`config.mk`:
```
export PLATFORM = sky130hd
export DESIGN_NAME = aes_key_expand_inv_sbox
export DESIGN_NICKNAME = d
export VERILOG_FILES = /design/src/rtl/aes_key_expand_inv_sbox.sv
export SDC_FILE = /design/constraint.sdc
export NUM_CORES = 2
export LEC_CHECK = 0
export BUFFER_PORTS_ARGS = -buffer_cell sky130_fd_sc_hd__buf_2
export CAP_MARGIN = 20
export CORE_ASPECT_RATIO = 1.25
export CORE_UTILIZATION = 45
export CTS_CLUSTER_SIZE = 16
export DETAILED_ROUTE_END_ITERATION = 16
export GPL_TIMING_DRIVEN = 0
export RECOVER_POWER = 25
export SYNTH_ARGS = -nofsm -noshare
export SYNTH_HDL_FRONTEND = slang
export SYNTH_SLANG_ARGS = --single-unit
```
`constraint.sdc`:
```
create_clock -name clk -period 19.7 [get_ports clk]
set_input_delay 0 -clock clk [delete_from_list [all_inputs] [get_ports clk]]
set_output_delay 0 -clock clk [all_outputs]
set_load 0.005 [all_outputs]
```
`src/rtl/aes_key_expand_inv_sbox.sv`:
```
// aes_key_expand_inv_sbox: AES-128 round-key expander (one key per clock) plus combinational inverse S-box
//   clk          rising-edge clock
//   rst          asynchronous active-high reset
//   kld, key     key load strobe and 128-bit cipher key (key[127:96] is word 0)
//   wo_0..wo_3   current round-key words, MSW first
//   round        round index of the key on wo (0..10)
//   kdone        high while the round-10 key is presented
//   inv_a/inv_d  inverse S-box lookup, purely combinational
module aes_key_expand_inv_sbox (
    input  logic         clk,
    input  logic         rst,
    input  logic         kld,
    input  logic [127:0] key,
    output logic [31:0]  wo_0,
    output logic [31:0]  wo_1,
    output logic [31:0]  wo_2,
    output logic [31:0]  wo_3,
    output logic [3:0]   round,
    output logic         kdone,
    input  logic [7:0]   inv_a,
    output logic [7:0]   inv_d
);
    function automatic logic [7:0] gf_mul(input logic [7:0] a, input logic [7:0] b);
        logic [7:0] p;
        logic [7:0] x;
        p = 8'h00;
        x = a;
        for (int i = 0; i < 8; i++) begin
            p = p ^ (b[i] ? x : 8'h00);
            x = {x[6:0], 1'b0} ^ (x[7] ? 8'h1b : 8'h00);
        end
        return p;
    endfunction

    // a^254 is the multiplicative inverse in GF(2^8) and maps 0 to 0 as the S-box requires
    function automatic logic [7:0] gf_inv(input logic [7:0] a);
        logic [7:0] r;
        logic [7:0] p;
        r = 8'h01;
        p = a;
        for (int i = 0; i < 8; i++) begin
            if (i != 0) r = gf_mul(r, p);
            p = gf_mul(p, p);
        end
        return r;
    endfunction

    function automatic logic [7:0] rotl(input logic [7:0] a, input int n);
        return (a << n) | (a >> (8 - n));
    endfunction

    function automatic logic [7:0] sbox(input logic [7:0] a);
        logic [7:0] b;
        b = gf_inv(a);
        return b ^ rotl(b, 1) ^ rotl(b, 2) ^ rotl(b, 3) ^ rotl(b, 4) ^ 8'h63;
    endfunction

    function automatic logic [7:0] inv_sbox(input logic [7:0] s);
        return gf_inv(rotl(s, 1) ^ rotl(s, 3) ^ rotl(s, 6) ^ 8'h05);
    endfunction

    function automatic logic [7:0] rcon(input logic [3:0] r);
        case (r)
            4'd1:    return 8'h01;
            4'd2:    return 8'h02;
            4'd3:    return 8'h04;
            4'd4:    return 8'h08;
            4'd5:    return 8'h10;
            4'd6:    return 8'h20;
            4'd7:    return 8'h40;
            4'd8:    return 8'h80;
            4'd9:    return 8'h1b;
            4'd10:   return 8'h36;
            default: return 8'h00;
        endcase
    endfunction

    logic [127:0] w_q, w_d;
    logic [3:0]   round_q, round_d;
    logic         valid_q, valid_d;
    logic [31:0]  rot, t, n0, n1, n2, n3;

    always_comb begin
        rot = {w_q[23:0], w_q[31:24]};
        t = {sbox(rot[31:24]), sbox(rot[23:16]), sbox(rot[15:8]), sbox(rot[7:0])}
            ^ {rcon(round_q + 4'd1), 24'h0};
        n0 = w_q[127:96] ^ t;
        n1 = w_q[95:64] ^ n0;
        n2 = w_q[63:32] ^ n1;
        n3 = w_q[31:0] ^ n2;
        w_d = w_q;
        round_d = round_q;
        valid_d = valid_q;
        if (kld) begin
            w_d = key;
            round_d = 4'd0;
            valid_d = 1'b1;
        end else if (valid_q && round_q < 4'd10) begin
            w_d = {n0, n1, n2, n3};
            round_d = round_q + 4'd1;
        end
    end

    always_ff @(posedge clk or posedge rst) begin
        if (rst) begin
            w_q <= '0;
            round_q <= '0;
            valid_q <= 1'b0;
        end else begin
            w_q <= w_d;
            round_q <= round_d;
            valid_q <= valid_d;
        end
    end

    assign {wo_0, wo_1, wo_2, wo_3} = w_q;
    assign round = round_q;
    assign kdone = valid_q && round_q == 4'd10;
    assign inv_d = inv_sbox(inv_a);
endmodule

```
# Word level (Yosys, flattened, before mapping)

Memories as Yosys holds them, arrays and structs flattened.
Index checks and enable logic that the tools add are counted.
Widths: inputs -> output; s select.

Add/sub/neg operators: 1
Order comparisons: 1
Equal/unequal tests: 1
Muxes and demuxes: 1,019
Bitwise gates (word level): 992
Reduce and logical (&&, ||, !) cells: 3

Operators with widths:

| cell            | number |
|---|---|
| $mux 8          | 525 |
| $xor 8x8->8     | 487 |
| $xor 8x5->8     | 441 |
| $mux 5          | 460 |
| $mux 128        | 2 |
| $xor 32x32->32  | 5 |
| $or 8x1->8      | 5 |
| $or 8x3->8      | 5 |
| $xor 7x8->8     | 5 |
| $mux 7          | 5 |
| $xor 6x7->7     | 5 |
| $or 8x2->8      | 4 |
| $or 8x4->8      | 4 |
| $mux 6          | 5 |
| $xor 5x6->6     | 5 |
| $mux 4          | 7 |
| $xor 4x5->5     | 5 |
| $xor 3x4->4     | 5 |
| $not 4->4       | 4 |
| $mux 3          | 5 |
| $xor 2x3->3     | 5 |
| $mux 2          | 5 |
| $xor 1x2->2     | 5 |
| $or 8x6->8      | 1 |
| 7 further kinds | 12 |

Register bits after elaboration: 133
Bits in read-only memories: 128
Output and inout bits: 141
Word-level logic and storage cells: 2,021
Memories kept: 1

Memory list:

| name            | depth | bits a word | rd ports | clocked after Yosys merged registers in | write ports | line | text |
|---|---|---|---|---|---|---|---|
| (no name shown) | 16    | 8           | 1        | 0                                       | 0           | 63   | `case (r)` |

# Logic depth before layout (Yosys ltp)

Depth in word-level cells: 133
Depth in mapped cells: 93
Depth with buffers taken out: 82

# Worst setup path after synthesis

No wires, ideal clock.

Kind: reg2reg
Start: register w_q[15]
End: register w_q[20]
Setup time: 0.132 ns
Arrival time: 19.883 ns
Data required time: 19.568 ns
Slack: -0.315 ns
Stages on the path, launching flop included: 88
Path buffers: 14
Cells stage by stage: dfrtp_1 > buf_2 > buf_2 > inv_1 > ha_1 > buf_4 > inv_1 > ha_1 > xnor2_1 > mux2_2 > a22oi_2 > xnor3_1 > xnor2_2 > inv_2 > ha_1 > clkbuf_1 > xnor2_1 > xnor2_1 > [52 not listed] > nor2_1 > xnor2_1 > xnor2_1 > xnor2_1 > xnor2_1 > xnor2_1 > inv_1 > nor2_1 > xnor2_1 > xor3_1 > xor2_1 > xor2_1 > xor3_1 > xnor2_1 > xnor3_1 > nor2_1 > xnor2_1 > o21ai_1

Longest elaborated chain between the ends: 96

RTL lines:

| item                                                   | line | text |
|---|---|---|
| from (decl)                                            | 78   | `logic [127:0] w_q, w_d;` |
| from (signal assigned)                                 | 110  | `w_q <= w_d;` |
| $mux 5                                                 | 30   | `x = {x[6:0], 1'b0} ^ (x[7] ? 8'h1b : 8'h00);` |
| $xor 8x5->8 (4 in a row)                               | 30   |  |
| $mux 5, or another cell as far along                   | 30   |  |
| $xor 8x5->8, or another cell as far along (3 in a row) | 30   |  |
| $mux 8 or $xor 8x8->8 (tied branches)                  | 29   | `p = p ^ (b[i] ? x : 8'h00);` |
| $xor 8x8->8 (*)                                        | 29   |  |
| $xor 8x5->8                                            | 30   |  |
| $mux 5 or $xor 8x5->8 (tied branches)                  | 30   |  |
| [75 not listed]                                        | --   |  |
| $xor 8x8->8 (*)                                        | 55   | `return b ^ rotl(b, 1) ^ rotl(b, 2) ^ rotl(b, 3) ^ rotl(b, 4) ^ 8'h63;` |
| $xor 32x32->32 (*)                                     | 86   | `^ {rcon(round_q + 4'd1), 24'h0};` |
| $xor 32x32->32 (*)                                     | 87   | `n0 = w_q[127:96] ^ t;` |
| $xor 32x32->32 (*)                                     | 88   | `n1 = w_q[95:64] ^ n0;` |
| $xor 32x32->32 (*)                                     | 89   | `n2 = w_q[63:32] ^ n1;` |
| $xor 32x32->32 (*)                                     | 90   | `n3 = w_q[31:0] ^ n2;` |
| $mux 128 (*)                                           | 98   | `end else if (valid_q && round_q < 4'd10) begin` |
| $mux 128 (*)                                           | 94   | `if (kld) begin` |

Every way passes the cells marked *; elsewhere a longest branch is shown, timed or not. The select of a mux whose other input is x is not followed.
A chain may end at the register's enable or synchronous reset.

# Worst setup path after layout

Start: register w_q[8]
End: register w_q[18]

Longest elaborated chain between the ends: 95

RTL lines:

| item                     | line |
|---|---|
| $xor 8x5->8 (7 in a row) | 30 |
| $mux 8                   | 29 |
| $xor 8x8->8 (*)          | 29 |
| $mux 5                   | 30 |
| $xor 8x5->8 (4 in a row) | 30 |
| $mux 5                   | 30 |
| $xor 8x5->8 (3 in a row) | 30 |
| $mux 8                   | 29 |
| [68 not listed]          | -- |
| $xor 8x8->8 (*)          | 55 |
| $xor 32x32->32 (*)       | 86 |
| $xor 32x32->32 (*)       | 87 |
| $xor 32x32->32 (*)       | 88 |
| $xor 32x32->32 (*)       | 89 |
| $xor 32x32->32 (*)       | 90 |
| $mux 128 (*)             | 98 |
| $mux 128 (*)             | 94 |

Marks and branches as above.

==> results.json <==
{
  "dp.cells": 14321,
  "path_depth": 85,
  "grt_max_degree": 91,
  "dpl_cell_area_mm2": 0.09325,
  "slew_viol_final": 136,
  "cts_tree": "done",
  "relSlewSlack_pct": -236.1,
  "post-route-period-util_pct": 97.08,
  "start_util_pct": 45.42,
  "ys_seq_elements": 133,
  "synth_nets": 11939,
  "crit_fanout": 11,
  "fin_area_mm2": 0.1022,
  "gp_congestion": 0.9528,
  "synthTopCellsByArea": "xnor2_1, xnor3_1, nor2_1",
  "wl_per_cell_um": 20.34,
  "period_minus_slack_ns": 19.12,
  "ys_seq_area_share_pct": 3.758,
  "clkLatencyLatePin_ns": 0.51,
  "portBuffers": 273,
  "first_pass_iters": 8,
  "cts_sinks": 133,
  "ys.flop_type": "dfrtp_1",
  "reg2regPathDepth": 85,
  "design.die.area_mm2": 0.1986,
  "violations": "max-capacitance violations, max-slew violations",
  "layoutNonFillerInstCount": 14702,
  "yosysUniqueCellTypes": 117,
  "dr_total_vias": 84234,
  "whs_ns": 0.03215,
  "routed_wl_um": 299100,
  "cts_root_buf": "clkbuf_16",
  "drc_errors": 0,
  "worst_slew_pin_slew_ns": 5.041,
  "crit_end": "w_q[18]$_DFFE_PP0P_",
  "synthTopCellsByCount": "xnor2_1, nor2_1, nand2_1",
  "yosys_warnings": 0,
  "grtUsageTotal_pct": 28.57,
  "synth_top_area_share_pct": 24.23,
  "antenna_found_initial": 4,
  "synth_cells": 11480,
  "area.growth.synth_to_final_pct": 15.35,
  "globalRouteOverflowTotal": 0,
  "postRouteAntennaNets": 0,
  "grt_pass1_wl_um": 461800,
  "coreArea_mm2": 0.1950,
  "startpoint_type": "register",
  "drt_iter0_drc": 7024,
  "clkSlewWorstSetupHoldPaths_ns": 0.06,
  "rr_endpoint": "w_q[18]$_DFFE_PP0P_",
  "yosysTopAreaCell": "xnor2_1",
  "dieWidth_um": 398.8,
  "slowest_delay_ns": 0.44,
  "io_pins": 280,
  "slowest_stage": "xnor3_2",
  "worst-path-buf-inv": 19,
  "hp-class": "primary input to register",
  "crit_top_cell": "ha_4",
  "crit_family": "XOR/XNOR gates",
  "status": "complete, but fails checks",
  "required_ns": 20.09,
  "critPathKind": "register to register",
  "fmax_mhz": 52.29,
  "rows": 181,
  "async_flop_share_pct": 100.0,
  "htreeDepth": 4,
  "worstPathArrival_ns": 19.52,
  "final_util_pct": 52.39,
  "die_h_um": 498.0,
  "fin_skew_ns": 0.02306,
  "r2r-start": "w_q[8]$_DFFE_PP0P_",
  "viasPerCell": 5.729,
  "cts-buffers-inserted": 25,
  "drive_gt1_share_pct": 16.09,
  "crit_path_end_kind": "register",
  "fin_nets": 12591,
  "syn_area_mm2": 0.08856,
  "cap_violations": 2,
  "dpl.hpwl_um": 226400,
  "grt_pass1_vias": 81564,
  "syn_avg_cell_area_um2": 7.714,
  "worstSetupStartpoint": "w_q[8]$_DFFE_PP0P_",
  "max-clock-path-buffers": 3,
  "setup_viol": 0,
  "rrSetupSlack_ns": 0.58,
  "yosysMostFrequentCell": "xnor2_1",
  "synth_edf_count": 0,
  "hold_viol": 0
}
[stage by stage]
stage | TNS (ns) | setup slack, ns
2_1_floorplan | 0 | 0.05488
3_3_place_gp | -705.21 | -6.170
3_5_place_dp | -729.88 | -6.248
4_1_cts | 0 | 0.0003908
5_1_grt | -0.8368 | -0.09516
6_report | 0 | 0.5757
[sequential cells by signal (all words and copies together), names as in the netlist]
| name | count |
|---|---|
| w_q | 128 |
| round | 4 |
| valid_q | 1 |
[routing by layer]
metal	vias to the layer above	part of all wire [%]	GRT usage, %
li1	39852	-	-
met1	40476	41	35.79
met2	3307	49	49.84
met3	593	6.0	2.620
met4	6	4.0	11.60
met5	-	0.010	0
[repair_timing]
action / in CTS / in global routing
pin swaps: 119 / 149
setup endpoints to repair: 136 / 136
setup buffers: 150 / 153
endpoints found under the hold margin: 184 / 0
hold buffers: 130 / 0
gates resized for setup: 647 / 546
[cells by family after synthesis]
kind of cell / Yosys count / share of synthesized area [%]
XOR/XNOR: 3972 / 51.49
buffers and inverters: 1081 / 5.028
flip-flops: 133 / 3.758
AND/OR/NAND/NOR: 3890 / 18.82
multiplexers: 234 / 2.730
AO/OA/AOI/OAI: 1849 / 13.64
adder cells (fa/ha/maj): 321 / 4.532
[area by class of cell]
cell class              instances  area (um^2)
fillers                     18446        92840
multi-input cells           10266        84990
repair buffers                716         5075
flip-flops and latches        133         3334
plain buffers                 620         3316
well taps                    2562         3206
inverters                     370         1541
clock buffers                  29        640.6
clock inverters                 4        45.04
diodes                          2        5.005
[how the worst min path moves through the flow]
| stage | startpoint | to | slack (ns) | cells after the start |
|---|---|---|---|---|
| floorplan | key[0] | w_q[0]$_DFFE_PP0P_ | 0.12 | 2 |
| global placement | key[66] | w_q[66]$_DFFE_PP0P_ | 0.21 | 3 |
| detailed placement | rst | w_q[17]$_DFFE_PP0P_ | 0.05 | 2 |
| global route | kld | w_q[37]$_DFFE_PP0P_ | 0.04 | 2 |
| finish | kld | w_q[33]$_DFFE_PP0P_ | 0.03 | 2 |
| CTS | kld | w_q[34]$_DFFE_PP0P_ | 0.02 | 2 |
[cells in the final DEF (no fill, tap or decap), drive strengths merged, types with 26 or more instances in the layout]
| master | count |
|---|---|
| a221oi | 30 |
| buf | 863 |
| nor2b | 97 |
| and3 | 64 |
| nor2 | 1731 |
| xor3 | 99 |
| o21a | 37 |
| clkbuf | 372 |
| mux2 | 60 |
| nand3 | 195 |
| xnor3 | 588 |
| nand2 | 1196 |
| dfrtp | 133 |
| a22oi | 66 |
| a31oi | 72 |
| o21ai | 446 |
| a21o | 36 |
| o221ai | 26 |
| a211oi | 101 |
| o211ai | 95 |
| nand2b | 81 |
| or2 | 35 |
| clkinv | 36 |
| mux2i | 174 |
| or3 | 52 |
| and2 | 61 |
| a211o | 44 |
| a21oi | 464 |
| inv | 318 |
| nor3 | 251 |
| xnor2 | 2546 |
| dlygate4sd3 | 130 |
| xor2 | 739 |
| o22ai | 134 |
| ha | 320 |
[worst register-to-register path, delay by kind of cell, from the launching register on]
family / cells / cell delay (ns)
xor gates and xnor gates: 34 / 7.46
buffers and inverters: 19 / 2.99
muxes: 1 / 0.27
and+or+nand+nor: 11 / 2.11
DFF: 1 / 0.40
AOI/OAI and AO/OA: 7 / 1.59
adders and majority gates: 13 / 4.19
Power is not shown: default switching activity piles up to over one toggle a cycle in this logic, so the estimate is an artifact.
